==> config.mk <==
export PLATFORM = sky130hd
export DESIGN_NAME = eth_gmii_rx_frame
export DESIGN_NICKNAME = d
export VERILOG_FILES = /design/src/rtl/eth_gmii_rx_frame.sv
export SDC_FILE = /design/constraint.sdc
export NUM_CORES = 1
export LEC_CHECK = 0
export CORE_ASPECT_RATIO = 1.1
export CORE_UTILIZATION = 35
export DETAILED_ROUTE_END_ITERATION = 8
export PLACE_DENSITY = 0.63
export RECOVER_POWER = 100
export SLEW_MARGIN = 20
export SYNTH_ARGS = -nofsm -noshare
export SYNTH_HDL_FRONTEND = slang
export SYNTH_SLANG_ARGS = --single-unit
==> constraint.sdc <==
create_clock -name clk -period 7.8 [get_ports clk]
set_clock_uncertainty 0.2 [all_clocks]
set_input_delay 1.56 -clock clk [delete_from_list [all_inputs] [get_ports clk]]
set_output_delay 1.56 -clock clk [all_outputs]
set_load 0.02 [all_outputs]
==> src/rtl/eth_gmii_rx_frame.sv <==
// GMII receive front end: strips preamble/SFD, checks the Ethernet FCS, writes frame bytes
// (FCS removed) into a byte FIFO and one 72-bit descriptor per frame into a command FIFO.
module eth_gmii_rx_frame #(
  parameter int          MAX_LEN = 1518,
  parameter int          MIN_LEN = 64,
  parameter logic [7:0]  PORT_ID = 8'h00
) (
  input  logic        clk,
  input  logic        reset,
  input  logic        sgmii_clk_en,
  input  logic [7:0]  gmii_rxd,
  input  logic        gmii_rx_dv,
  input  logic        gmii_rx_er,
  output logic        data_fifo_wr,
  output logic [7:0]  data_fifo_din,
  input  logic        data_fifo_afull,
  output logic        cmd_fifo_wr,
  output logic [71:0] cmd_fifo_din,
  input  logic        cmd_fifo_full,
  output logic [15:0] rx_frame_cnt,
  output logic [15:0] rx_crc_err_cnt,
  output logic [15:0] rx_drop_cnt
);

  localparam logic [13:0] MAX_LEN_C = 14'(MAX_LEN);
  localparam logic [13:0] MIN_LEN_C = 14'(MIN_LEN);

  typedef enum logic [2:0] {IDLE, PRE, DATA, CHECK, WRITE_CMD, DROP} state_t;

  state_t      state_q, state_d;
  logic [31:0] sr_q, sr_d;
  logic [2:0]  sr_cnt_q, sr_cnt_d;
  logic [13:0] byte_cnt_q, byte_cnt_d;
  logic [31:0] crc_q, crc_d;
  logic        err_gmii_q, err_gmii_d;
  logic        err_len_q, err_len_d;
  logic        crc_err_q, crc_err_d;
  logic        frame_err_q, frame_err_d;
  logic [13:0] len_q, len_d;
  logic        dwr_q, dwr_d;
  logic [7:0]  ddin_q, ddin_d;
  logic        cwr_q, cwr_d;
  logic [71:0] cdin_q, cdin_d;
  logic [15:0] frame_cnt_q, frame_cnt_d;
  logic [15:0] crcerr_cnt_q, crcerr_cnt_d;
  logic [15:0] drop_cnt_q, drop_cnt_d;
  logic [31:0] fcs_calc;

  // Reflected CRC-32 (poly 0xEDB88320), one byte per call, LSB first as on the wire.
  function automatic logic [31:0] crc32_d8(input logic [31:0] crc, input logic [7:0] d);
    logic [31:0] c;
    c = crc;
    for (int i = 0; i < 8; i++)
      c = (c[0] ^ d[i]) ? ((c >> 1) ^ 32'hEDB88320) : (c >> 1);
    return c;
  endfunction

  // Expected FCS in wire order: first received FCS byte lands in [31:24].
  assign fcs_calc = ~{crc_q[7:0], crc_q[15:8], crc_q[23:16], crc_q[31:24]};

  always_comb begin
    state_d      = state_q;
    sr_d         = sr_q;
    sr_cnt_d     = sr_cnt_q;
    byte_cnt_d   = byte_cnt_q;
    crc_d        = crc_q;
    err_gmii_d   = err_gmii_q;
    err_len_d    = err_len_q;
    crc_err_d    = crc_err_q;
    frame_err_d  = frame_err_q;
    len_d        = len_q;
    dwr_d        = 1'b0;
    ddin_d       = ddin_q;
    cwr_d        = 1'b0;
    cdin_d       = cdin_q;
    frame_cnt_d  = frame_cnt_q;
    crcerr_cnt_d = crcerr_cnt_q;
    drop_cnt_d   = drop_cnt_q;
    case (state_q)
      IDLE: begin
        if (sgmii_clk_en && gmii_rx_dv)
          state_d = (gmii_rxd == 8'h55) ? PRE : DROP;
      end
      PRE: begin
        crc_d = 32'hFFFF_FFFF;
        if (sgmii_clk_en) begin
          if (!gmii_rx_dv) begin
            state_d = IDLE;
          end else if (gmii_rxd == 8'hD5) begin
            state_d    = (!data_fifo_afull && !cmd_fifo_full) ? DATA : DROP;
            sr_cnt_d   = 3'd0;
            byte_cnt_d = 14'd0;
            err_gmii_d = 1'b0;
            err_len_d  = 1'b0;
          end else if (gmii_rxd != 8'h55) begin
            state_d = DROP;
          end
        end
      end
      DATA: begin
        if (sgmii_clk_en) begin
          if (gmii_rx_dv) begin
            if (gmii_rx_er) err_gmii_d = 1'b1;
            if (byte_cnt_q < MAX_LEN_C) begin
              sr_d       = {sr_q[23:0], gmii_rxd};
              byte_cnt_d = byte_cnt_q + 14'd1;
              if (sr_cnt_q == 3'd4) begin
                dwr_d  = 1'b1;
                ddin_d = sr_q[31:24];
                crc_d  = crc32_d8(crc_q, sr_q[31:24]);
              end else begin
                sr_cnt_d = sr_cnt_q + 3'd1;
              end
            end else begin
              err_len_d = 1'b1;
            end
          end else begin
            state_d = CHECK;
          end
        end
      end
      CHECK: begin
        crc_err_d   = (fcs_calc != sr_q);
        len_d       = byte_cnt_q - 14'd4;
        frame_err_d = err_gmii_q | err_len_q | (byte_cnt_q < MIN_LEN_C);
        // Four bytes or fewer never left the shift register: nothing to describe.
        if (byte_cnt_q <= 14'd4) begin
          drop_cnt_d = drop_cnt_q + 16'd1;
          state_d    = IDLE;
        end else begin
          state_d = WRITE_CMD;
        end
      end
      WRITE_CMD: begin
        cwr_d       = 1'b1;
        cdin_d      = {10'b0, PORT_ID, frame_err_q, crc_err_q, 38'b0, len_q};
        frame_cnt_d = frame_cnt_q + 16'd1;
        if (crc_err_q) crcerr_cnt_d = crcerr_cnt_q + 16'd1;
        state_d     = IDLE;
      end
      DROP: begin
        if (sgmii_clk_en && !gmii_rx_dv) begin
          drop_cnt_d = drop_cnt_q + 16'd1;
          state_d    = IDLE;
        end
      end
      default: state_d = IDLE;
    endcase
  end

  always_ff @(posedge clk or posedge reset) begin
    if (reset) begin
      state_q      <= IDLE;
      sr_q         <= '0;
      sr_cnt_q     <= '0;
      byte_cnt_q   <= '0;
      crc_q        <= '0;
      err_gmii_q   <= 1'b0;
      err_len_q    <= 1'b0;
      crc_err_q    <= 1'b0;
      frame_err_q  <= 1'b0;
      len_q        <= '0;
      dwr_q        <= 1'b0;
      ddin_q       <= '0;
      cwr_q        <= 1'b0;
      cdin_q       <= '0;
      frame_cnt_q  <= '0;
      crcerr_cnt_q <= '0;
      drop_cnt_q   <= '0;
    end else begin
      state_q      <= state_d;
      sr_q         <= sr_d;
      sr_cnt_q     <= sr_cnt_d;
      byte_cnt_q   <= byte_cnt_d;
      crc_q        <= crc_d;
      err_gmii_q   <= err_gmii_d;
      err_len_q    <= err_len_d;
      crc_err_q    <= crc_err_d;
      frame_err_q  <= frame_err_d;
      len_q        <= len_d;
      dwr_q        <= dwr_d;
      ddin_q       <= ddin_d;
      cwr_q        <= cwr_d;
      cdin_q       <= cdin_d;
      frame_cnt_q  <= frame_cnt_d;
      crcerr_cnt_q <= crcerr_cnt_d;
      drop_cnt_q   <= drop_cnt_d;
    end
  end

  assign data_fifo_wr   = dwr_q;
  assign data_fifo_din  = ddin_q;
  assign cmd_fifo_wr    = cwr_q;
  assign cmd_fifo_din   = cdin_q;
  assign rx_frame_cnt   = frame_cnt_q;
  assign rx_crc_err_cnt = crcerr_cnt_q;
  assign rx_drop_cnt    = drop_cnt_q;

endmodule

==> results of run 1 <==
## worst paths after layout
kind / start / slack [ns] / end / cells after the start
setup / recovery: gmii_rx_dv / 2.96 / sr_q[25] / 5
hold / removal: rx_drop_cnt[15] / 0.26 / rx_drop_cnt[15] / 1
setup reg to reg: state_q[2] / 3.24 / sr_q[25] / 5
hold reg to reg: rx_drop_cnt[15] / 0.26 / rx_drop_cnt[15] / 1
max in group asynchronous: reset / 4.05 / len_q[9] / 3
min in group asynchronous: reset / 1.88 / data_fifo_din[5] / 2
## layer usage
layer	vias up	GRT usage [%]	wire, µm
li1	2901	-	-
met1	2968	20.4	8950
met2	114	24.0	8940
met3	11	3.08	657
met4	0	4.43	166
met5	-	0	0
## registers in the layout, summed over array words and instances (netlist names)
name            cells
crc_q              32
sr_q               32
cmd_fifo_din       16
rx_crc_err_cnt     16
rx_drop_cnt        16
rx_frame_cnt       16
byte_cnt_q         14
len_q              14
data_fifo_din       8
sr_cnt_q            3
state_q             3
cmd_fifo_wr         1
crc_err_q           1
data_fifo_wr        1
err_gmii_q          1
err_len_q           1
frame_err_q         1
## layout make-up
type	count	area (µm²)	area share, %
tap	346	433	4.09
multi-input combinational	593	4200	39.6
sequential	176	4400	41.6
timing repair buffer	96	926	8.74
inverter	19	72.6	0.685
clock inverter	13	128	1.20
clock buffer	19	433	4.09
## power breakdown
part / internal (mW) / total, mW / switching [mW]
logic: 0.0902 / 0.276 / 0.185
clock network: 0.445 / 0.821 / 0.375
registers: 0.939 / 0.985 / 0.0458
total: 1.47 / 2.08 / 0.606
## layout by cell type, fill, tap and decap left out, drive strengths merged, types with 2 or more instances in the layout
cell type	synthesis	routed
nand4	16	16
or2	4	4
and4	9	9
nor2b	2	2
a22o	3	3
o31ai	6	6
o21a	2	2
buf	67	3
a31oi	18	18
clkdlybuf4s50	0	11
xor2	37	37
nand2b	2	2
nand3	26	26
a211oi	2	2
clkbuf	20	24
o21ai	25	25
inv	19	22
nor3b	3	3
nand2	50	50
nor4	19	19
clkinv	0	5
conb	1	56
dlygate4sd3	0	77
nor3	12	12
a21oi	29	29
and3	5	5
and2	4	4
mux2	59	59
or4	6	6
dfrtp	176	176
xnor2	111	111
clkinvlp	0	4
or3	5	5
ha	12	12
a21o	2	2
nor2	48	48
## cells by family after synthesis
family | Yosys count | share of synthesized area, %
and+or+nand+nor | 217 | 12.6
DFF | 176 | 48.8
xor gates and xnor gates | 149 | 15.3
buffers and inverters | 106 | 6.96
AOI/OAI and AO/OA | 100 | 7.28
muxes | 59 | 7.36
adders and majority gates | 12 | 1.66
other | 1 | 0.0415
==> results.sh, run 1 <==
export IMPL_grt_pass1_vias=5807
export IMPL_cts_made_buffers=17
export IMPL_cp_top_family="buffers and inverters"
export IMPL_io_buffers=88
export IMPL_cts_sinks=176
export IMPL_yosysSeqAreaShare_pct=48.8
export IMPL_stdcell_area_mm2=0.0106
export IMPL_drt_wl_total_mm=18.7
export IMPL_htree_levels=4
export IMPL_syn_area_mm2=0.00903
export IMPL_dp_cells=1230
export IMPL_finalMaxSlewViolations=126
export IMPL_core_mm2=0.0253
export IMPL_clock_fmax_mhz=207
export IMPL_whs_ns=0.261
export IMPL_final_nets=930
export IMPL_drive_above_1_share_pct=12.0
export IMPL_diodes=0
export IMPL_drt_iter0_markers=314
export IMPL_critPathKind="in2reg"
export IMPL_min_period_over_period_pct=62.1
export IMPL_synth_edf_count=0
export IMPL_cp_required_ns=7.90
export IMPL_crit_fanout=19
export IMPL_ctsHoldBuffers=0
export IMPL_utilization_pct=41.8
export IMPL_clock_latency_ns=0.43
export IMPL_hp_class="reg2reg"
export IMPL_io_pins=145
export IMPL_cp_arrival_ns=4.95
export IMPL_finalHoldViolations=0
export IMPL_synthCells=820
export IMPL_synth_commonest_cells="dfrtp_1, xnor2_1, mux2_2, buf_4, nand2_1"
export IMPL_dieArea_mm2=0.0264
export IMPL_path_buf_inv=2
export IMPL_drt_pass1_iterations=4
export IMPL_power_density_mw_per_mm2=196
export IMPL_place_gp_congestion=0.816
export IMPL_grt_max_degree=79
export IMPL_violations="max-capacitance violations, max-slew violations"
export IMPL_vias_per_cell=4.75
export IMPL_path_clk_slew_ns=0.07
export IMPL_rsz0062_at_grt="no"
export IMPL_async_flop_share_pct=100
export IMPL_ys_seq_elements=176
export IMPL_cts_setup_buffers=0
export IMPL_worstSetupEndpointType="flop"
export IMPL_place_ws_ns=3.33
export IMPL_ir_drop_mv=0.129
export IMPL_fin_crit_ns=4.84
export IMPL_critical_path_cell_chain="dlygate4sd3_1 -> nand3_1 -> nor2_1 -> clkbuf_1 -> mux2_2"
export IMPL_slowest_stage="nor2_1"
export IMPL_clockBufferDepth=2
export IMPL_synth_top_area_share_pct=48.8
export IMPL_cts_root_buf="clkbuf_16"
export IMPL_overflow=0
export IMPL_synth_main_ff_cell="dfrtp_1"
export IMPL_yosys_warnings=0
export IMPL_fillers=2473
export IMPL_avgSynthCellArea_um2=11.0
export IMPL_die_w_um=155
export IMPL_tightest_slew_ns=2.15
export IMPL_startpoint_type="primary input"
export IMPL_placed_area_mm2=0.0101
export IMPL_synth_top_area_cell="dfrtp_1"
export IMPL_fin_tns_setup_ns=0
export IMPL_fin_cells=1262
export IMPL_drcViolationCount=0
export IMPL_drv_cap=3
export IMPL_tritoncts="done"
export IMPL_start_util_pct=35.6
export IMPL_setup_viol=0
export IMPL_leakage_nw=4.74
export IMPL_via_count=5994
export IMPL_synthTopCellsByArea="dfrtp_1, xnor2_1, mux2_2"
export IMPL_synth_cell_types=59
export IMPL_antenna_left=0
export IMPL_routedWlPerCell_um=14.8
export IMPL_fin_ws_ns=2.96
export IMPL_power_mw=2.08
export IMPL_antenna_found_initial=0
export IMPL_ctsResizeCount=0
export IMPL_grt_usage_pct=15.0
export IMPL_grt_pass1_wl_mm=31.2
export IMPL_synthToLayoutAreaGrowth_pct=17.4
export IMPL_std_cell_rows=61
export IMPL_maxSlewHeadroom_pct=-43.5
export IMPL_die_h_um=170
export IMPL_synth_most_common_cell="dfrtp_1"
export IMPL_status="complete, but fails checks"
export IMPL_cpPeakStageDelay_ns=1.05
export IMPL_hpwlAfterDp_mm=13.3
Power figures use the tool's default switching activity.
==> run 2, diff against run 1 <==
PLACE_DENSITY = 0.65   (was 0.63)
clock period = 4.1 ns   (was 7.8 ns; I/O delays follow)
==> results.sh, run 2 (same netlist as run 1, synthesis figures left out) <==
export IMPL_dieArea_mm2=0.0264
export IMPL_std_cell_rows=61
export IMPL_ctsHoldBuffers=0
export IMPL_synthToLayoutAreaGrowth_pct=17.7
export IMPL_min_delay_start="rx_crc_err_cnt[15]"
export IMPL_fillers=2415
export IMPL_final_nets=931
export IMPL_mostFrequentLayoutCell="dfrtp_1"
export IMPL_min_period_over_period_pct=80.0
export IMPL_status="finished clean"
export IMPL_die_w_um=155
export IMPL_cts_root_buf="clkbuf_16"
export IMPL_finalMaxSlewViolations=0
export IMPL_drv_cap=0
export IMPL_crit_fanout=19
export IMPL_drt_wl_total_mm=18.6
export IMPL_ctsResizeCount=0
export IMPL_ir_drop_mv=0.272
export IMPL_p_switching_mw=1.12
export IMPL_grt_usage_pct=14.9
export IMPL_drt_iter0_markers=313
export IMPL_grt_max_degree=97
export IMPL_io_buffers=88
export IMPL_reg2reg_depth=6
export IMPL_r2r_start="byte_cnt_q[2]"
export IMPL_startpoint_type="primary input"
export IMPL_drt_pass1_iterations=4
export IMPL_die_h_um=170
export IMPL_routedWlPerCell_um=14.8
export IMPL_p_int_mw=2.88
export IMPL_top_regs="crc_q: 32 flops, sr_q: 32 flops"
export IMPL_rsz0062_at_grt="no"
export IMPL_vias_per_cell=4.78
export IMPL_antenna_left=0
export IMPL_layout_common_cells="dfrtp_1, xnor2_1, dlygate4sd3_1"
export IMPL_hpwlAfterDp_mm=13.2
export IMPL_tightest_slew_ns=1.32
export IMPL_p_sw_share_pct=28.0
export IMPL_clock_latency_ns=0.43
export IMPL_clockBufferDepth=2
export IMPL_path_clk_slew_ns=0.06
export IMPL_worstSetupEndpointType="flop"
export IMPL_pwr_share_comb_pct=13.2
export IMPL_core_mm2=0.0253
export IMPL_fin_tns_setup_ns=0
export IMPL_clock_fmax_mhz=305
export IMPL_power_density_mw_per_mm2=376
export IMPL_startpoint="gmii_rx_dv"
export IMPL_pwr_share_seq_pct=46.9
export IMPL_diodes=0
export IMPL_cp_arrival_ns=3.39
export IMPL_drive_above_1_share_pct=12.4
export IMPL_grt_pass1_wl_mm=31.0
export IMPL_finalHoldViolations=0
export IMPL_io_pins=145
export IMPL_leakage_nw=4.76
export IMPL_start_util_pct=35.6
export IMPL_fin_ws_ns=0.822
export IMPL_place_gp_congestion=0.838
export IMPL_cts_sinks=176
export IMPL_maxSlewHeadroom_pct=12.3
export IMPL_p_clk_share_pct=39.9
export IMPL_overflow=0
export IMPL_setup_viol=0
export IMPL_fin_crit_ns=3.28
export IMPL_via_count=6031
export IMPL_antenna_found_initial=0
export IMPL_tritoncts="done"
export IMPL_cts_made_buffers=17
export IMPL_drcViolationCount=0
export IMPL_critPathKind="in2reg"
export IMPL_place_ws_ns=0.791
export IMPL_grt_pass1_vias=5799
export IMPL_holdPathStages=1
export IMPL_r2r_slack_ns=1.22
export IMPL_hp_class="reg2reg"
export IMPL_cp_required_ns=4.21
export IMPL_htree_levels=4
export IMPL_cts_setup_buffers=0
-- run 2: layout make-up --
class | count | area [µm²] | area share, %
Inverter | 19 | 72.6 | 0.683
Clock inverter | 12 | 135 | 1.27
Clock buffer | 19 | 443 | 4.17
Sequential cell | 176 | 4400 | 41.4
Tap cell | 346 | 433 | 4.07
Timing Repair Buffer | 97 | 947 | 8.91
Multi-Input combinational cell | 593 | 4190 | 39.5
-- run 2: metal layers --
| layer | wire length [µm] | global-route usage [%] | up-vias |
|---|---|---|---|
| li1 | - | - | 2892 |
| met1 | 8800 | 20.4 | 2981 |
| met2 | 8910 | 23.8 | 138 |
| met3 | 651 | 2.72 | 20 |
| met4 | 284 | 5.17 | 0 |
| met5 | 0 | 0 | - |
-- run 2: final timing paths --
kind	to
max reg2reg	sr_q[17]
max in group asynchronous	rx_crc_err_cnt[2]
min	rx_crc_err_cnt[15]
min reg2reg	rx_crc_err_cnt[15]
max	sr_q[17]
min in group asynchronous	rx_drop_cnt[4]
-- run 2: through the flow --
stage          cell area (µm²)  hold slack, ns  util (%)  cells  power, mW
2_1_floorplan             9240           0.244         -    875       2.31
3_3_place_gp             10100           0.261      39.9   1231       2.45
3_5_place_dp             10100           0.262      39.9   1231       2.47
4_1_cts                  10700           0.272      42.2   1262       4.08
5_1_grt                  10600           0.285      41.9   1262       4.18
6_report                 10600           0.260      41.9   1262       3.99
-- run 2: worst max-delay path: stages --
cell and delay (ns):
dlygate4sd3_1 0.78, nand3_1 0.36, nor2_1 0.24, clkbuf_1 0.77
mux2_2 0.42
-- run 2: power by group through the flow --
| stage | registers [mW] | clock network, mW | logic [mW] |
|---|---|---|---|
| 3_3_place_gp | 1.91 | 0 | 0.547 |
| 5_1_grt | 1.88 | 1.72 | 0.579 |
| 4_1_cts | 1.88 | 1.65 | 0.557 |
| 2_1_floorplan | 1.92 | 0 | 0.396 |
| 3_5_place_dp | 1.91 | 0 | 0.558 |
| 6_report | 1.87 | 1.59 | 0.527 |
==> run 3, diff against run 2 <==
clock period = 2.66 ns   (was 4.1 ns; I/O delays follow)
==> results.sh, run 3 (same netlist as run 1, synthesis figures left out) <==
export IMPL_routedWlPerCell_um=14.7
export IMPL_status="finished clean"
export IMPL_min_delay_start="rx_frame_cnt[15]"
export IMPL_drt_iter0_markers=210
export IMPL_cts_setup_buffers=0
export IMPL_stdcell_area_mm2=0.0109
export IMPL_leakage_nw=4.90
export IMPL_layout_common_cells="dfrtp_1, xnor2_1, dlygate4sd3_1"
export IMPL_clockBufferDepth=2
export IMPL_fin_crit_ns=2.51
export IMPL_hpwlAfterDp_mm=13.7
export IMPL_antenna_found_initial=0
export IMPL_critPathKind="reg2reg"
export IMPL_fin_tns_setup_ns=0
export IMPL_p_clk_share_pct=38.4
export IMPL_pwr_share_comb_pct=14.7
export IMPL_vias_per_cell=4.79
export IMPL_worstSetupEndpointType="flop"
export IMPL_die_h_um=170
export IMPL_overflow=0
export IMPL_grt_pass1_wl_mm=32.4
export IMPL_cts_root_buf="clkbuf_16"
export IMPL_maxSlewHeadroom_pct=14.3
export IMPL_grt_usage_pct=15.5
export IMPL_drcViolationCount=0
export IMPL_core_mm2=0.0253
export IMPL_drive_above_1_share_pct=15.0
export IMPL_ctsHoldBuffers=0
export IMPL_mostFrequentLayoutCell="dfrtp_1"
export IMPL_r2r_end="data_fifo_din[3]"
export IMPL_ff_latch_area_mm2=0.00440
export IMPL_clock_fmax_mhz=398
export IMPL_via_count=6223
export IMPL_std_cell_rows=61
export IMPL_io_buffers=88
export IMPL_multi_input_area_mm2=0.00421
export IMPL_cp_required_ns=2.77
export IMPL_antenna_left=0
export IMPL_power_mw=6.13
export IMPL_grt_pass1_vias=6199
export IMPL_io_pins=145
export IMPL_whs_endpoint="rx_frame_cnt[15]"
export IMPL_ir_drop_mv=0.402
export IMPL_drt_wl_total_mm=19.1
export IMPL_grt_max_degree=58
export IMPL_r2r_start="byte_cnt_q[3]"
export IMPL_pwr_share_seq_pct=46.9
export IMPL_finalHoldViolations=0
export IMPL_cts_made_buffers=17
export IMPL_min_period_over_period_pct=94.5
export IMPL_crit_fanout=24
export IMPL_start_util_pct=35.6
export IMPL_place_gp_congestion=0.866
export IMPL_place_ws_ns=-0.123
export IMPL_r2r_slack_ns=0.15
export IMPL_htree_levels=4
export IMPL_holdPathStages=1
export IMPL_diodes=0
export IMPL_synthToLayoutAreaGrowth_pct=20.4
export IMPL_ctsResizeCount=0
export IMPL_top_regs="crc_q: 32 flops, sr_q: 32 flops"
export IMPL_p_switching_mw=1.76
export IMPL_tightest_slew_ns=1.29
export IMPL_setup_viol=0
export IMPL_path_clk_slew_ns=0.07
export IMPL_placed_area_mm2=0.0104
export IMPL_dieArea_mm2=0.0264
export IMPL_drt_pass1_iterations=4
export IMPL_final_nets=969
export IMPL_rsz0062_at_grt="no"
export IMPL_fin_ws_ns=0.146
export IMPL_fillers=2469
export IMPL_p_sw_share_pct=28.8
export IMPL_die_w_um=155
export IMPL_cts_sinks=176
export IMPL_hp_class="reg2reg"
export IMPL_finalMaxSlewViolations=0
export IMPL_clock_latency_ns=0.43
export IMPL_drv_cap=0
export IMPL_reg2reg_depth=7
export IMPL_cp_arrival_ns=2.62
export IMPL_tritoncts="done"
export IMPL_power_density_mw_per_mm2=564
export IMPL_startpoint_type="flop"
export IMPL_p_int_mw=4.36
-- run 3: metal layers --
layer | vias to the layer above | part of all wire (%) | GRT usage, % | wire length [µm]
met1 | 3086 | 47 | 21.2 | 9080
met2 | 129 | 48 | 25.0 | 9130
met5 | - | 0 | 0 | 0
li1 | 2992 | - | - | -
met3 | 16 | 3.4 | 2.98 | 658
met4 | 0 | 1.3 | 4.43 | 257
-- run 3: power by group through the flow --
| stage | Clock [mW] | Sequential (mW) | Combinational (mW) |
|---|---|---|---|
| 2_1_floorplan | 0 | 2.95 | 0.610 |
| 3_3_place_gp | 0 | 2.92 | 0.937 |
| 3_5_place_dp | 0 | 2.92 | 0.948 |
| 4_1_cts | 2.42 | 2.87 | 0.950 |
| 5_1_grt | 2.53 | 2.89 | 0.987 |
| 6_report | 2.35 | 2.87 | 0.901 |
-- run 3: worst max-delay path by stage --
stage / startpoint / endpoint / slack, ns / depth (start not counted)
final: byte_cnt_q[3] / data_fifo_din[3] / 0.15 / 7
after global routing: reset / data_fifo_din[5] / 0.04 / 3
after CTS: byte_cnt_q[3] / byte_cnt_q[4] / 0.19 / 7
after detailed placement: gmii_rxd[5] / byte_cnt_q[4] / -0.12 / 7
after global placement: gmii_rxd[5] / byte_cnt_q[8] / -0.07 / 6
after floorplan: reset / byte_cnt_q[0] / -0.32 / 1
-- run 3: final cells by class --
cell class,instances,area share [%]
clock buffer,18,3.95
clock inverter,11,1.04
inverter,19,0.668
multi-input combinational,593,38.7
sequential,176,40.5
tap,346,3.98
timing repair buffer,135,11.1
-- run 3: through the flow --
| stage | utilization (%) | hold WS, ns | cells |
|---|---|---|---|
| floorplan | - | 0.244 | 875 |
| global placement | 41.1 | 0.258 | 1269 |
| detailed placement | 41.1 | 0.264 | 1269 |
| CTS | 43.3 | 0.186 | 1298 |
| global route | 42.9 | 0.291 | 1298 |
| finish | 42.9 | 0.262 | 1298 |
-- run 3: worst max-delay path, stage by stage, from the launching register on --
cell and delay, ns:
dfrtp_1 0.48, ha_1 0.25, a21oi_1 0.29, o31ai_4 0.13, clkbuf_2 0.21, nor3_2 0.27
buf_12 0.22, mux2_2 0.34
